**src/rtl/batcharger_adcseq.sv**
```systemverilog
// batcharger_adcseq: shares the charger's single 8-bit ADC between the
// battery voltage, current and temperature channels, round-robin.
//
// Ports:
//   clk, rstz        clock (rising edge), async active-low reset
//   en               block enable; low returns to IDLE, clears valids/error
//   vmonen/imonen/tmonen  channel requests from the charger controller
//   adc_sel          mux select (00=V, 01=I, 10=T), stable in SETTLE/CONV
//   adc_start        one-cycle conversion start pulse
//   adc_done/adc_data conversion complete strobe and result
//   vbat/ibat/tbat   latest result per channel
//   vtok             every enabled channel has a fresh sample, no error
//   adc_err          sticky conversion-timeout flag

module batcharger_adcseq #(
    parameter int SETTLE_CYC = 4,
    parameter int TIMEOUT    = 63
) (
    input  logic       clk,
    input  logic       rstz,
    input  logic       en,
    input  logic       vmonen,
    input  logic       imonen,
    input  logic       tmonen,
    output logic [1:0] adc_sel,
    output logic       adc_start,
    input  logic       adc_done,
    input  logic [7:0] adc_data,
    output logic [7:0] vbat,
    output logic [7:0] ibat,
    output logic [7:0] tbat,
    output logic       vtok,
    output logic       adc_err
);

    typedef enum logic [1:0] {
        IDLE   = 2'd0,
        SETTLE = 2'd1,
        CONV   = 2'd2
    } state_t;

    localparam logic [1:0] CH_V = 2'd0;
    localparam logic [1:0] CH_I = 2'd1;
    localparam logic [1:0] CH_T = 2'd2;

    localparam logic [3:0] SETTLE_LD = 4'(SETTLE_CYC - 1);
    // The timeout fires in the TIMEOUT-th CONV cycle, i.e. when the
    // count of cycles already spent equals TIMEOUT-1.
    localparam logic [7:0] TMO_LAST  = 8'(TIMEOUT - 1);

    state_t     state;
    logic [1:0] last;
    logic       vv;
    logic       iv;
    logic       tv;
    logic [3:0] settle_cnt;
    logic [7:0] tmo_cnt;

    logic [3:0] mon;
    logic       any_mon;
    logic       sel_on;
    logic [1:0] pick;
    logic [1:0] c1;
    logic [1:0] c2;
    logic [1:0] c3;

    // Channel 3 is never selected; its request bit is tied low.
    assign mon     = {1'b0, tmonen, imonen, vmonen};
    assign any_mon = vmonen | imonen | tmonen;
    assign sel_on  = mon[adc_sel];

    function automatic logic [1:0] succ(input logic [1:0] ch);
        return (ch >= CH_T) ? CH_V : ch + 2'd1;
    endfunction

    // First enabled channel after last in V->I->T->V order.
    always_comb begin
        c1   = succ(last);
        c2   = succ(c1);
        c3   = succ(c2);
        pick = c3;
        if (mon[c1]) begin
            pick = c1;
        end else if (mon[c2]) begin
            pick = c2;
        end
    end

    always_ff @(posedge clk or negedge rstz) begin
        if (!rstz) begin
            state      <= IDLE;
            last       <= CH_T;
            vv         <= 1'b0;
            iv         <= 1'b0;
            tv         <= 1'b0;
            settle_cnt <= 4'd0;
            tmo_cnt    <= 8'd0;
            adc_sel    <= CH_V;
            adc_start  <= 1'b0;
            vbat       <= 8'd0;
            ibat       <= 8'd0;
            tbat       <= 8'd0;
            vtok       <= 1'b0;
            adc_err    <= 1'b0;
        end else if (!en) begin
            state     <= IDLE;
            vv        <= 1'b0;
            iv        <= 1'b0;
            tv        <= 1'b0;
            adc_start <= 1'b0;
            vtok      <= 1'b0;
            adc_err   <= 1'b0;
        end else begin
            adc_start <= 1'b0;
            if (!vmonen) vv <= 1'b0;
            if (!imonen) iv <= 1'b0;
            if (!tmonen) tv <= 1'b0;
            // Built from the registered valid bits, so one cycle behind.
            vtok <= any_mon & (!vmonen | vv) & (!imonen | iv)
                  & (!tmonen | tv) & !adc_err;

            case (state)
                IDLE: begin
                    if (any_mon) begin
                        adc_sel    <= pick;
                        settle_cnt <= SETTLE_LD;
                        state      <= SETTLE;
                    end
                end
                SETTLE: begin
                    if (!sel_on) begin
                        state <= IDLE;
                    end else if (settle_cnt == 4'd0) begin
                        tmo_cnt   <= 8'd0;
                        adc_start <= 1'b1;
                        state     <= CONV;
                    end else begin
                        settle_cnt <= settle_cnt - 4'd1;
                    end
                end
                CONV: begin
                    tmo_cnt <= tmo_cnt + 8'd1;
                    if (!sel_on) begin
                        // Request withdrawn: drop the conversion, keep last.
                        state <= IDLE;
                    end else if (adc_done) begin
                        case (adc_sel)
                            CH_V: begin
                                vbat <= adc_data;
                                vv   <= 1'b1;
                            end
                            CH_I: begin
                                ibat <= adc_data;
                                iv   <= 1'b1;
                            end
                            CH_T: begin
                                tbat <= adc_data;
                                tv   <= 1'b1;
                            end
                            default: ;
                        endcase
                        last  <= adc_sel;
                        state <= IDLE;
                    end else if (tmo_cnt == TMO_LAST) begin
                        // Advance last so a dead channel cannot starve others.
                        adc_err <= 1'b1;
                        last    <= adc_sel;
                        state   <= IDLE;
                    end
                end
                default: state <= IDLE;
            endcase
        end
    end

endmodule

```
**config.mk**
```make
export PLATFORM = sky130hd
export DESIGN_NAME = batcharger_adcseq
export DESIGN_NICKNAME = d
export VERILOG_FILES = /design/src/rtl/batcharger_adcseq.sv
export SDC_FILE = /design/constraint.sdc
export NUM_CORES = 1
export LEC_CHECK = 0
export BUFFER_PORTS_ARGS = -buffer_cell sky130_fd_sc_hd__buf_2
export CAP_MARGIN = 20
export CELL_PAD_IN_SITES_DETAIL_PLACEMENT = 1
export CELL_PAD_IN_SITES_GLOBAL_PLACEMENT = 2
export CORE_MARGIN = 10
export CORE_UTILIZATION = 40
export CTS_BUF_LIST = sky130_fd_sc_hd__clkbuf_4 sky130_fd_sc_hd__clkbuf_8
export DETAILED_ROUTE_END_ITERATION = 12
export MAX_ROUTING_LAYER = met4
export PLACE_DENSITY = 0.87
export RECOVER_POWER = 50
export SYNTH_ARGS = -nofsm -noshare
export SYNTH_HDL_FRONTEND = slang
export SYNTH_SLANG_ARGS = --single-unit
```
**constraint.sdc**
```tcl
create_clock -name clk -period 5.55 [get_ports clk]
set_clock_uncertainty 0.05 [all_clocks]
set_input_delay 0.2775 -clock clk [delete_from_list [all_inputs] [get_ports clk]]
set_output_delay 0.2775 -clock clk [all_outputs]
set_load 0.02 [all_outputs]
```
==> results.md <==
* Status: finished, violations left
* Failing checks: capacitance limit, slew limit
* RR Startpoint: state[0]$_DFFE_PN0P_
* Initial core utilization at 41.6%
* Post-synthesis register bit count at 48
* Fin Setup TNS at 0 ns
* Avg WL per Cell at 17.8 um
* Tot GR Track Use at a little over an eighth
* Die height at ~93 um
* Worst setup margin at ~2.7 ns
* Mapped Area at 0.00214 mm2
* CP startpoint kind: primary input
* Max incr delay on CP at about 1.6 ns
* GPL Wtd Cong at a little under 0.8
* CP max stage cell: clkbuf_1
* Port bufs at 43
* Unrepaired setup endpoints after global routing: false
* First-pass GRT wire length at 8.85 mm
* Main flop type after synthesis: dfrtp_1
* CTS tree: done
* IO Count at 44
* NetSw at 0.000168 W
* Cells after synthesis at ~170
* Finished Cell Area at 0.00251 mm2
* Worst r2r dst: ibat[6]$_DFFE_PN0P_
* Cell mode on critical path: clkbuf_1
* Chip Width at around 93 um
* Core ar. at a little over 0.005 mm2
* Worst path required time at between 5 and 6 ns
* Post-synthesis simple-gate area fraction at ~14%
* Final period util at between 50 and 60%
* CTS Root Cell: clkbuf_8
* Mapped Avg Cell Area at ~12 um2
* Static Leak at between 1 and 1.5 nW
* Switching share of total power at between 20% and 30%
* Gate power share at slightly below 9%
* Post-synth ARST share at 100%
* Layout cells sized above 1 at 33.2%
* Cell family with most CP delay: buffers and inverters
* Drt drc at 0
* Post-Synth Adder-Cell Area at under 10%
* Hold Vio Cnt, Final at 0
* CTS sink count at between 40 and 50
* Clock slew at reported path FFs at roughly 0.090 ns
* Ordered cell list for the critical path: dlygate4sd3_1 > clkbuf_1 > clkbuf_1
* Reg2Reg Depth at 4
* Critical path origin: rstz
* Clk pwr share at roughly a third
* Compound-cell area share of the yosys netlist at approximately 6.9%
* H-tree depth at 2
* XOR/XNOR Fraction of Synth Area at under 10%
* Remaining antenna violation count after routing at 0
* Buf/Inv on CP at 3
* Reg2Reg Setup Slack at between 3 and 4 ns
* Die Area at between 0.008 and 0.009 mm2
* Vias at roughly 1500
* Clock buffer count from CTS at 5
* Seq/Total Area, Yosys at 56.3%
* Area Growth Syn to Fin at 17.6%
* Hpwl dp at between 3 and 4 mm
* Iteration-0 DRC count of the detailed router at 70
* Final setup vio count at 0
* Hold depth at 2
* Mux contribution to synthesized area at between 10% and 20%
* Internal Power at a little under 0.0005 W
* # nets final at about 240
* Largest net degree at the start of global routing at just under 50
* CP Capture Type: async pin
* CP Class: primary input to async pin
* Hold path start: adc_data[5]
* FP Rows at 26
* Post-layout util at between 40% and 50%
* Worst vdd ir at ~0.13 mV
* Crit path time final at around 2.9 ns
* Hold Crit Class: primary input to flop
* Unique masters post-synth at 40
* Max-slew headroom at -47.4%
* Fin. max-slew vios at 42
* Post-synth EDFFs at 0
* Placed cell area at between 0.002 and 0.0025 mm2
* Least-Margin Pin Slew at 2.21 ns
* Combinational family with the most area after synthesis: multiplexers
* CP Data Arrival Time at roughly 2.8 ns
* Initial antenna violation count at 0
* Inserted Diodes at 0
* Vias per cell at ~5.2
* WL final at 5.22 mm
* Fillers at between 500 and 600
* Vias in the first global route at 1700
* Clock insertion delay at the later pin of the skew report at 0.30 ns
* Drt first pass iters at 4
* Ys Warns at 0
* Hold EP: tbat[5]$_DFFE_PN0P_
* Syn nets at 192
* Pre-CTS setup slack at 3.45 ns
* Total congestion overflow at 0
* PD cells at between 200 and 300 mW/mm2
* Number of max-cap violations at 1
* Most frequent cells in the layout: dfrtp_1, buf_2, mux2_2
* Leading cell type in the layout, fill and taps excluded: dfrtp_1
* CP Max Fanout at 41
* Clock Path Buffers at 2
* Instance count on the critical path at 3
* Sequential power share at about 57%
* Peak Freq at about 350 MHz
power by group through the flow:
stage,Combinational [W],Clock (W),Sequential [W]
after floorplan,0.0000351,0,0.000376
after global placement,0.0000571,0,0.000379
after detailed placement,0.0000588,0,0.000379
after CTS,0.0000593,0.000230,0.000372
after global routing,0.0000661,0.000248,0.000374
final,0.0000582,0.000223,0.000372
sequential cells by signal (all words and copies together), names as in the netlist:
register and count:
ibat 8, tbat 8, tmo_cnt 8, vbat 8, settle_cnt 4, adc_sel 2, last 2, state 2
adc_err 1, adc_start 1, iv 1, tv 1, vtok 1, vv 1
cell families (layout without fill, tap and decap cells):
family | count (synthesis) | after routing
simple gates | 52 | 52
flops | 48 | 48
mux | 29 | 29
compound gates | 22 | 22
buf+inv | 12 | 62
xor+xnor | 6 | 6
fa+ha+maj | 4 | 4
Yosys cell counts (all sizes together), types with 3 or more instances:
library cell / instances / area (um2)
mux2i: 3 / 30.0
nand3: 6 / 30.0
a31o: 3 / 26.3
nor3: 3 / 20.0
nand2: 7 / 33.8
nor2: 20 / 75.1
dfrtp: 47 / 1180
o22ai: 4 / 25.0
nand4: 3 / 18.8
xor2: 5 / 43.8
mux2: 26 / 293
inv: 9 / 33.8
a21oi: 5 / 25.0
ha: 4 / 50.1
area by class of cell:
class,count,area (um2),area share (%)
Clock inverter,1,7.51,0.299
Clock buffer,7,90.1,3.59
Tap cell,70,87.6,3.49
Timing Repair Buffer,45,211,8.42
Multi-Input combinational cell,113,880,35.0
Sequential cell,48,1200,47.9
Inverter,9,33.8,1.34
what timing repair did:
action / CTS / global route
endpoints found under the hold margin: 0 / 7
hold buffers: 0 / 1
resized for setup: 0 / 0
setup buffers: 0 / 0
per-layer routing:
layer	share of wire, %	global-route usage, %	vias to the layer above
met2	52	22.0	32
met4	1.8	4.76	0
li1	-	-	712
met3	3.7	3.36	8
met1	43	14.7	776
met5	0	-	-
how the worst max path moves through the flow:
stage / slack (ns) / to
final: 2.70 / tbat[3]$_DFFE_PN0P_
after global routing: 2.16 / tmo_cnt[1]$_DFFE_PN0P_
after CTS: 3.42 / ibat[6]$_DFFE_PN0P_
after detailed placement: 3.45 / ibat[6]$_DFFE_PN0P_
after global placement: 3.52 / ibat[3]$_DFFE_PN0P_
after floorplan: 3.68 / ibat[0]$_DFFE_PN0P_
metrics by stage:
stage	power, W	hold WS (ns)	instances
after detailed placement	0.000438	0.441	283
final	0.000653	0.185	293
after CTS	0.000662	0.164	291
after floorplan	0.000411	-0.0681	173
after global routing	0.000689	0.178	293
after global placement	0.000436	0.414	283
(Power assumes the default switching activity.)
